$ cat config.mk
export PLATFORM = sky130hd
export DESIGN_NAME = readout_mac
export DESIGN_NICKNAME = d
export VERILOG_FILES = /design/src/rtl/esn_pkg.sv /design/src/rtl/readout_weight_rf.sv /design/src/rtl/readout_mac.sv
export SDC_FILE = /design/constraint.sdc
export NUM_CORES = 1
export LEC_CHECK = 0
export ABC_AREA = 1
export CORE_MARGIN = 3
export CORE_UTILIZATION = 35
export CTS_CLUSTER_SIZE = 30
export DETAILED_ROUTE_END_ITERATION = 6
export GPL_TIMING_DRIVEN = 1
export MAX_ROUTING_LAYER = met4
export SYNTH_ARGS = -nofsm -noshare
export SYNTH_HDL_FRONTEND = slang
export SYNTH_SLANG_ARGS = --single-unit
export TNS_END_PERCENT = 30
$ cat constraint.sdc
create_clock -name iClk -period 2.4 [get_ports iClk]
set_input_delay 0.48 -clock iClk [delete_from_list [all_inputs] [get_ports iClk]]
set_output_delay 0.48 -clock iClk [all_outputs]
set_load 0.03 [all_outputs]
$ cat src/rtl/esn_pkg.sv
`default_nettype none
// ============================================================================
//  Module      : esn_pkg
//  Description : Shared definitions for the reservoir readout MAC: accumulator
//                width helper, FSM state encoding and the signed narrowing
//                (saturate / truncate) function.
//  Ports       : none (package)
//  Revision    : 1.0 - initial release
// ============================================================================
package esn_pkg;

  // Widest intermediate used by the narrowing function.
  localparam int NARROW_W = 64;

  typedef enum logic [1:0] {
    ST_IDLE = 2'd0,
    ST_MAC  = 2'd1,
    ST_OUT  = 2'd2
  } state_t;

  // Enough headroom for the sum of `neurons` full-scale products.
  function automatic int acc_width(input int data_w, input int weight_w,
                                   input int neurons);
    return data_w + weight_w + $clog2(neurons);
  endfunction

  // Narrow a signed value to out_w bits. The result is returned sign-extended
  // to NARROW_W; the caller keeps the low out_w bits.
  function automatic logic signed [NARROW_W-1:0] narrow(
    input logic signed [NARROW_W-1:0] value,
    input int                         out_w,
    input bit                         saturate
  );
    logic signed [NARROW_W-1:0] max_v;
    logic signed [NARROW_W-1:0] min_v;
    logic signed [NARROW_W-1:0] result;
    max_v = (64'sd1 <<< (out_w - 1)) - 64'sd1;
    min_v = -max_v - 64'sd1;
    if (saturate) begin
      if (value > max_v)      result = max_v;
      else if (value < min_v) result = min_v;
      else                    result = value;
    end else begin
      // Keep the low out_w bits, then re-extend their sign.
      result = (value <<< (NARROW_W - out_w)) >>> (NARROW_W - out_w);
    end
    return result;
  endfunction

endpackage
`default_nettype wire

$ cat src/rtl/readout_weight_rf.sv
`default_nettype none
// ============================================================================
//  Module      : readout_weight_rf
//  Description : Readout weight register file. Synchronous write, purely
//                combinational read, asynchronous clear of every entry.
//                Write addresses at or beyond DEPTH match no entry and are
//                silently dropped.
//  Ports       : clk    - clock
//                rst_n  - asynchronous active-low clear
//                we     - write enable
//                waddr  - write index
//                wdata  - write value
//                raddr  - read index
//                rdata  - read value (combinational)
//  Revision    : 1.0 - initial release
// ============================================================================
module readout_weight_rf #(
  parameter int DEPTH  = 8,
  parameter int ADDR_W = 3,
  parameter int WIDTH  = 2
) (
  input  logic              clk,
  input  logic              rst_n,
  input  logic              we,
  input  logic [ADDR_W-1:0] waddr,
  input  logic [WIDTH-1:0]  wdata,
  input  logic [ADDR_W-1:0] raddr,
  output logic [WIDTH-1:0]  rdata
);

  logic [WIDTH-1:0] mem [DEPTH];

  always_ff @(posedge clk or negedge rst_n) begin
    if (!rst_n) begin
      for (int i = 0; i < DEPTH; i++) mem[i] <= '0;
    end else if (we) begin
      for (int i = 0; i < DEPTH; i++) begin
        if (waddr == ADDR_W'(i)) mem[i] <= wdata;
      end
    end
  end

  always_comb begin
    rdata = '0;
    for (int i = 0; i < DEPTH; i++) begin
      if (raddr == ADDR_W'(i)) rdata = mem[i];
    end
  end

endmodule
`default_nettype wire

$ cat src/rtl/readout_mac.sv
`default_nettype none
// ============================================================================
//  Module      : readout_mac
//  Description : Echo-state-network linear readout. Accepts one reservoir
//                state vector, computes OUT_CHANNELS dot products against a
//                programmable weight matrix with one multiply-accumulate per
//                cycle, and presents all channels together with a
//                valid/ready handshake.
//  Config      : READOUT_SATURATE_EN - defined: out-of-range results clamp;
//                undefined: results wrap to the low OUT_WIDTH bits.
//  Ports       : iClk    - clock
//                iRst_n  - asynchronous active-low reset
//                iValid / iData / oReady   - state vector input handshake
//                iWeWr / iWeAddr / iWeData - weight write port (IDLE only)
//                oValue / oValid / iReady  - result output handshake
//                oBusy   - high whenever not IDLE
//  Revision    : 1.0 - initial release
// ============================================================================
module readout_mac
  import esn_pkg::*;
#(
  parameter int RESERVOIR_SIZE = 4,
  parameter int DATA_WIDTH     = 3,
  parameter int WEIGHT_SIZE    = 2,
  parameter int OUT_CHANNELS   = 2,
  parameter int OUT_WIDTH      = 8,
  localparam int ADDR_W = (OUT_CHANNELS * RESERVOIR_SIZE > 1) ?
                          $clog2(OUT_CHANNELS * RESERVOIR_SIZE) : 1
) (
  input  logic                                 iClk,
  input  logic                                 iRst_n,
  input  logic                                 iValid,
  input  logic [RESERVOIR_SIZE*DATA_WIDTH-1:0] iData,
  output logic                                 oReady,
  input  logic                                 iWeWr,
  input  logic [ADDR_W-1:0]                    iWeAddr,
  input  logic [WEIGHT_SIZE-1:0]               iWeData,
  output logic [OUT_CHANNELS*OUT_WIDTH-1:0]    oValue,
  output logic                                 oValid,
  input  logic                                 iReady,
  output logic                                 oBusy
);

  localparam int ACC_W  = acc_width(DATA_WIDTH, WEIGHT_SIZE, RESERVOIR_SIZE);
  localparam int N_W    = OUT_CHANNELS * RESERVOIR_SIZE;
  localparam int K_W    = (RESERVOIR_SIZE > 1) ? $clog2(RESERVOIR_SIZE) : 1;
  localparam int CH_W   = (OUT_CHANNELS > 1) ? $clog2(OUT_CHANNELS) : 1;

`ifdef READOUT_SATURATE_EN
  localparam bit SATURATE = 1'b1;
`else
  localparam bit SATURATE = 1'b0;
`endif

  // --------------------------------------------------------------------------
  // Reset: asserts asynchronously, releases two edges after iRst_n rises.
  // --------------------------------------------------------------------------
  logic [1:0] rst_sync;
  logic       rst_n;

  always_ff @(posedge iClk or negedge iRst_n) begin
    if (!iRst_n) rst_sync <= 2'b00;
    else         rst_sync <= {rst_sync[0], 1'b1};
  end

  assign rst_n = rst_sync[1];

  // --------------------------------------------------------------------------
  // Datapath storage
  // --------------------------------------------------------------------------
  logic [RESERVOIR_SIZE*DATA_WIDTH-1:0] data_q;
  logic [K_W-1:0]                       k_cnt;
  logic [CH_W-1:0]                      ch_cnt;
  logic                                 issuing;
  logic signed [ACC_W-1:0]              prod_q;
  logic                                 prod_vld;
  logic                                 prod_wrap;
  logic                                 prod_final;
  logic [CH_W-1:0]                      prod_ch;
  logic signed [ACC_W-1:0]              acc;
  logic signed [OUT_WIDTH-1:0]          out_q [OUT_CHANNELS];

  // --------------------------------------------------------------------------
  // FSM
  // --------------------------------------------------------------------------
  state_t state;
  state_t state_next;
  logic   accept;
  logic   we_en;

  always_ff @(posedge iClk or negedge rst_n) begin
    if (!rst_n) state <= ST_IDLE;
    else        state <= state_next;
  end

  always_comb begin
    state_next = state;
    oReady     = 1'b0;
    oValid     = 1'b0;
    oBusy      = 1'b1;
    accept     = 1'b0;
    we_en      = 1'b0;
    case (state)
      ST_IDLE: begin
        oReady = 1'b1;
        oBusy  = 1'b0;
        we_en  = iWeWr;
        if (iValid) begin
          accept     = 1'b1;
          state_next = ST_MAC;
        end
      end
      ST_MAC: begin
        // Leave once the last product has been folded into its channel.
        if (prod_vld && prod_final) state_next = ST_OUT;
      end
      ST_OUT: begin
        oValid = 1'b1;
        if (iReady) state_next = ST_IDLE;
      end
      default: state_next = ST_IDLE;
    endcase
  end

  // --------------------------------------------------------------------------
  // Weight storage
  // --------------------------------------------------------------------------
  logic [ADDR_W-1:0]      rf_raddr;
  logic [WEIGHT_SIZE-1:0] rf_rdata;

  assign rf_raddr = ADDR_W'(ch_cnt) * ADDR_W'(RESERVOIR_SIZE) + ADDR_W'(k_cnt);

  readout_weight_rf #(
    .DEPTH  (N_W),
    .ADDR_W (ADDR_W),
    .WIDTH  (WEIGHT_SIZE)
  ) u_weight_rf (
    .clk   (iClk),
    .rst_n (rst_n),
    .we    (we_en),
    .waddr (iWeAddr),
    .wdata (iWeData),
    .raddr (rf_raddr),
    .rdata (rf_rdata)
  );

  // --------------------------------------------------------------------------
  // Multiply: the product is registered before accumulation, which is what
  // gives the one extra cycle between the last issue and the result.
  // --------------------------------------------------------------------------
  logic signed [DATA_WIDTH-1:0]  neuron;
  logic signed [WEIGHT_SIZE-1:0] weight;
  logic signed [ACC_W-1:0]       product;
  logic signed [ACC_W-1:0]       acc_sum;
  logic signed [OUT_WIDTH-1:0]   narrowed;
  logic                          k_last;
  logic                          ch_last;

  always_comb begin
    neuron = '0;
    for (int i = 0; i < RESERVOIR_SIZE; i++) begin
      if (k_cnt == K_W'(i)) neuron = data_q[i*DATA_WIDTH +: DATA_WIDTH];
    end
  end

  assign weight   = rf_rdata;
  assign product  = ACC_W'(neuron) * ACC_W'(weight);
  assign acc_sum  = acc + prod_q;
  assign narrowed = OUT_WIDTH'(narrow(NARROW_W'(acc_sum), OUT_WIDTH, SATURATE));
  assign k_last   = (k_cnt == K_W'(RESERVOIR_SIZE - 1));
  assign ch_last  = (ch_cnt == CH_W'(OUT_CHANNELS - 1));

  always_ff @(posedge iClk or negedge rst_n) begin
    if (!rst_n) begin
      data_q     <= '0;
      k_cnt      <= '0;
      ch_cnt     <= '0;
      issuing    <= 1'b0;
      prod_q     <= '0;
      prod_vld   <= 1'b0;
      prod_wrap  <= 1'b0;
      prod_final <= 1'b0;
      prod_ch    <= '0;
      acc        <= '0;
      for (int c = 0; c < OUT_CHANNELS; c++) out_q[c] <= '0;
    end else if (accept) begin
      data_q   <= iData;
      acc      <= '0;
      k_cnt    <= '0;
      ch_cnt   <= '0;
      issuing  <= 1'b1;
      prod_vld <= 1'b0;
    end else if (state == ST_MAC) begin
      // Issue stage: one (ch, k) pair per cycle, k innermost.
      prod_vld <= issuing;
      if (issuing) begin
        prod_q     <= product;
        prod_wrap  <= k_last;
        prod_final <= k_last && ch_last;
        prod_ch    <= ch_cnt;
        if (k_last) begin
          k_cnt <= '0;
          if (ch_last) issuing <= 1'b0;
          else         ch_cnt  <= ch_cnt + CH_W'(1);
        end else begin
          k_cnt <= k_cnt + K_W'(1);
        end
      end
      // Accumulate stage: a wrapping product closes its channel.
      if (prod_vld) begin
        if (prod_wrap) begin
          acc <= '0;
          for (int c = 0; c < OUT_CHANNELS; c++) begin
            if (prod_ch == CH_W'(c)) out_q[c] <= narrowed;
          end
        end else begin
          acc <= acc_sum;
        end
      end
    end
  end

  for (genvar c = 0; c < OUT_CHANNELS; c++) begin : g_pack
    assign oValue[c*OUT_WIDTH +: OUT_WIDTH] = out_q[c];
  end

endmodule
`default_nettype wire

Word-level counts from Yosys, hierarchy flattened:

Index checks and enable logic that the tools add are counted.

* add/subtract/negate cells: 4
* multiply operators: 1
* muxes and demuxes: 42
* equal/unequal tests: 22
* bitwise logic cells: 2
* reductions and logical operators: 25

Operators with widths (count)
* two-way mux 2 bit: 15
* two-way mux 7 bit: 4
* == test 3 bit, second input constant: 8
* AND reduction 2 bit: 10
* two-way mux 1 bit: 18
* == test 3 x 2 -> 1 bit, second input constant: 4
* two-way mux 3 bit: 4
* AND reduction 5 bit: 2
* AND reduction 3 bit: 3
* nonzero test 2 bit: 4
* adder 7 bit: 1
* == test 2 bit, second input constant: 3
* == test 3 x 1 -> 1 bit, second input constant: 2
* zero test 3 bit: 2
* != test 2 bit, second input constant: 3
* one-hot mux 2 bit (3 select lines): 1
* multiplier 3 x 2 -> 5 bit: 1
* == test 2 x 1 -> 1 bit, second input constant: 2
* zero test 2 bit: 2
* adder 3 x 2 -> 3 bit: 1
* adder 2 x 1 -> 2 bit, second input constant: 1
* logical AND 1 bit: 2
* inverter 1 bit: 2
* adder 1 bit, second input constant: 1

* input bits: 22
* output and inout bits: 19
* flip-flop bits (word level): 68
* word-level logic and storage cells: 118

Longest topological paths before layout:

Gate-level depths: netlist of the first run.

* depth after elaboration: 11
* gate-level depth with buffers: 20
* depth with buffers taken out: 20

Cells and area by module:

A second synthesis of the first run with hierarchy kept.

* cells, all modules: 387
* area total of the unflattened synthesis: 3283.1 um^2

By module, submodules not included
* readout_mac: cells each 287, times used 1, area an instance 2507.4 um^2, sequential area each 1251.2 um^2
* readout_weight_rf: cells each 100, times used 1, area an instance 775.7 um^2, sequential area each 400.4 um^2

Worst setup path before layout of the first run:

OpenSTA, ideal clock, no wires.

* path type: reg-to-reg
* start point: register k_cnt[0]
* end point: register prod_q[5]
* stages on the path, launching flop included: 20
* library setup time: 0.117 ns
* data arrival time: 2.472 ns
* path buffers: 1
* slack: -0.189 ns
* data required time: 2.283 ns
* period minus slack after synthesis: 2.589 ns
* path through: dfrtp_1 > ha_1 > buf_2 > nor2_4 > nand2_1 > nand3_1 > nand2_1 > nand3_1 > nand2_1 > nand2_1 > nand2_1 > fa_1 > inv_1 > ha_1 > inv_1 > fa_1 > inv_1 > nand2_1 > nand3_1 > nand2_1

* word-level cells in the longest chain between the ends: 11
* elaborated cells on any way between the ends: 26
* classes of those cells: add/sub: 1; mul: 1; eq/ne: 10; mux: 12; reduce/logical: 2

RTL lines
* start, declared: RTL line readout_mac.sv:72 `logic [K_W-1:0] k_cnt;`
* start signal, assigned: RTL line readout_mac.sv:206 `k_cnt <= k_cnt + K_W'(1);`
* adder 3 x 2 -> 3 bit: RTL line readout_mac.sv:131 `assign rf_raddr = ADDR_W'(ch_cnt) * ADDR_W'(RESERVOIR_SIZE) + ADDR_W'(k_cnt);`
* zero test 3 bit: RTL line readout_weight_rf.sv:46 `if (raddr == ADDR_W'(i)) rdata = mem[i];`
* two-way mux 2 bit (8 in a row): RTL line readout_weight_rf.sv:46
* multiplier 3 x 2 -> 5 bit (*): RTL line readout_mac.sv:167 `assign product = ACC_W'(neuron) * ACC_W'(weight);`
* end signal, assigned: RTL line readout_mac.sv:197 `prod_q <= product;`
* end, declared: RTL line readout_mac.sv:75 `logic signed [ACC_W-1:0] prod_q;`

Mark *: on every way between the ends. The rest lies on a longest branch, timed or not.
A chain may end at the register's enable or synchronous reset.

Worst setup path after layout of the first run:

* start point: register k_cnt[0]
* end point: register prod_q[3]

Same word-level chain as after synthesis.

==> results.json, run 1 <==
{
  "required_ns": 2.62,
  "clock.fmax_mhz": 377,
  "fp.dieH_microns": 103,
  "p_leak_nw": 2.01,
  "core_area_sq_um": 8980,
  "grt_usage": 0.151,
  "worst-r2r-setup-slack_ns": -0.25,
  "status": "finished with violations",
  "viasPerCell": 4.66,
  "setup_ws_ns": -0.254,
  "antenna_found_initial": 0,
  "p_per_area_nw_per_um2": 1320,
  "timing.rr.start": "k_cnt[0]",
  "ys_warn_count": 0,
  "synthTopCellsByArea": "dfrtp_1, nand2_1, inv_1",
  "clock-sinks": 66,
  "yosysMostFrequentCell": "nand2_1",
  "critPathKind": "flip-flop to flip-flop",
  "synth_top_area_share": 0.498,
  "drive_gt1_frac": 0.169,
  "cts-root-buf": "clkbuf_8",
  "slew_violations": 0,
  "grt_max_degree": 25,
  "cp_slowest_cell": "fa_2",
  "drt_pre_antenna_iters": 4,
  "arrival_ns": 2.87,
  "nets": 482,
  "port_buffers": 40,
  "ys_types": 33,
  "tightestPinTransition_ns": 0.528,
  "post_drt_wl_per_cell_microns": 12.1,
  "wl_microns": 6960,
  "yosysTopAreaCell": "dfrtp_1",
  "grt_pass1_vias": 2679,
  "ys_ff_latch": 66,
  "crit_chain": "inv_4, ha_4, inv_2, nor2_4, nand2_1, nand3_1, nand2_1, nand3_2, nand2_2, nand2_2, nand3_2, fa_2, inv_2, ha_4, inv_2, fa_2, o21ai_1",
  "period_share": 1.11,
  "endpoint_kind": "flip-flop",
  "numCtsBuffers": 9,
  "n_antenna_cell": 0,
  "utilization": 0.467,
  "cts_tree": "done",
  "synth_enable_flop_cells": 0,
  "via_count": 2681,
  "synth_area_sq_um": 3320,
  "drcViolationCount": 0,
  "grt_pass1_wl_microns": 12300,
  "avgSynthCellArea_sq_um": 8.59,
  "synth_common_cells": "nand2_1, dfrtp_1, inv_1",
  "rsz0062_at_grt": "true",
  "ios": 41,
  "grt-ovfl-total": 0,
  "synth.yosys.seq_area_share": 0.498,
  "antenna_left": 0,
  "violations": "setup timing",
  "r2r-end": "prod_q[3]",
  "ys.flop_type": "dfrtp_1",
  "ir_drop_uv": 451,
  "hp-class": "flip-flop to asynchronous set/reset pin",
  "num-fill-cells": 888,
  "postSynthCellCount": 386,
  "syn_to_final_growth_pct": 26.4,
  "dieArea_sq_um": 10700,
  "clkLatencyLatePin_ns": 0.34,
  "hold_violations": 0,
  "dp_hpwl_microns": 5330,
  "clockBufferDepth": 2,
  "setup_viol_count_final": 2,
  "std_cell_rows": 34,
  "timing.hold.ws_ns": 0.201,
  "power_mw": 5.52,
  "syn_nets": 423,
  "cp_common_cell": "inv_2",
  "gp_congestion": 0.861,
  "layout_min_cycle_time_ns": 2.65,
  "crit_fanout": 4,
  "maxCapViolCount": 0,
  "crit_path_max_incr_delay_ns": 0.52,
  "start_util": 0.369,
  "startpoint": "k_cnt[0]",
  "crit_path_start_kind": "flip-flop",
  "cts_hold_buf": 0,
  "htreeDepth": 3,
  "fin_skew_ns": 0.00990,
  "die_w_microns": 103,
  "reg2reg_depth": 17,
  "cp-endpoint": "prod_q[3]",
  "relSlewSlack": 0.646,
  "first_iter_violations": 102,
  "path_clk_slew_ns": 0.07,
  "async_reset_ff_frac": 1.00
}
-- cell usage in the layout (no fill, tap or decap), drive strengths merged --
master | synthesis | layout
a22o | 1 | 1
dfrtp | 66 | 66
clkinv | 0 | 5
nand4 | 2 | 2
o22ai | 7 | 7
nor3 | 3 | 3
ha | 12 | 12
xnor2 | 2 | 2
inv | 58 | 58
fa | 3 | 3
a32o | 1 | 1
nand2 | 110 | 110
conb | 1 | 1
a21oi | 21 | 21
nor4 | 1 | 1
nand3 | 22 | 22
buf | 7 | 17
clkdlybuf4s50 | 0 | 40
o21ai | 43 | 43
clkbuf | 2 | 10
nor2 | 19 | 19
nand3b | 1 | 1
or2 | 1 | 1
xor2 | 3 | 3
-- critical path: cells and delay by family (launching register included) --
family | cells | cell delay, ns
AOI/OAI and AO/OA | 1 | 0.06
buffers and inverters | 4 | 0.23
adders and majority gates | 4 | 1.17
DFF | 1 | 0.46
and+or+nand+nor | 8 | 0.62
-- cell type report --
class	instances	area, sq um	area share
Inverter	58	230	0.0549
Timing Repair Buffer	57	528	0.126
Clock buffer	10	128	0.0304
Clock inverter	5	32.5	0.00776
Tap cell	126	158	0.0376
Sequential cell	66	1650	0.395
Multi-Input combinational cell	253	1460	0.349
-- stage by stage --
stage / instance area [sq um] / setup slack (ns) / setup TNS [ns] / instances
6_report: 4190 / -0.254 / -0.494 / 575
4_1_cts: 4160 / -0.239 / -0.439 / 575
3_3_place_gp: 3970 / -0.195 / -0.341 / 558
3_5_place_dp: 3970 / -0.274 / -0.479 / 558
5_1_grt: 4190 / -0.399 / -0.784 / 575
2_1_floorplan: 3370 / -0.102 / -0.142 / 386
-- where the power goes --
group | switching, mW | internal, mW | total, mW | leakage [nW]
clock network | 0.423 | 0.367 | 0.790 | 0.0859
registers | 0.318 | 1.58 | 1.90 | 0.800
logic | 1.66 | 1.18 | 2.84 | 1.13
-- flip-flops by register name, indices dropped and copies added (netlist names), 2 cells and up --
name	cells
u_weight_rf.mem	16
oValue	14
data_q	12
acc	7
prod_q	5
k_cnt	2
rst_sync	2
state	2
-- repair_timing --
| item | in CTS | in global routing |
|---|---|---|
| buffers inserted | 2 | 0 |
| pin swaps | 4 | 11 |
| setup endpoints to repair | 2 | 2 |
| endpoints found under the hold margin | 0 | 0 |
| gates resized for setup | 5 | 10 |
-- cell families after synthesis --
family,Yosys count,share of synthesized area
buffers and inverters,67,0.0887
AND/OR/NAND/NOR,159,0.213
adder cells (fa/ha/maj),15,0.0634
XOR/XNOR,5,0.0132
AO/OA/AOI/OAI,73,0.122
other,1,0.00113
flip-flops,66,0.498
-- per-layer routing --
layer  global-route usage  vias to the layer above  wire length, microns
li1                     -                     1352                     -
met1                0.188                     1262                  3250
met2                0.244                       63                  3350
met3               0.0429                        4                   321
met4               0.0378                        0                    30
met5                    -                        -                     0
-- worst min-delay path by stage --
stage / endpoint / depth (start not counted)
final: acc[4] / 0
after global routing: acc[6] / 0
after CTS: acc[6] / 0
after detailed placement: prod_q[5] / 0
after global placement: prod_q[5] / 0
after floorplan: rst_sync[0] / 0
Power figures use the tool's default switching activity.
==> inputs of run 2 (changes only) <==
- CAP_MARGIN: not set -> 20
==> results of run 2 <==
No change in the layout: final DEF, timing and power equal those of run 1.
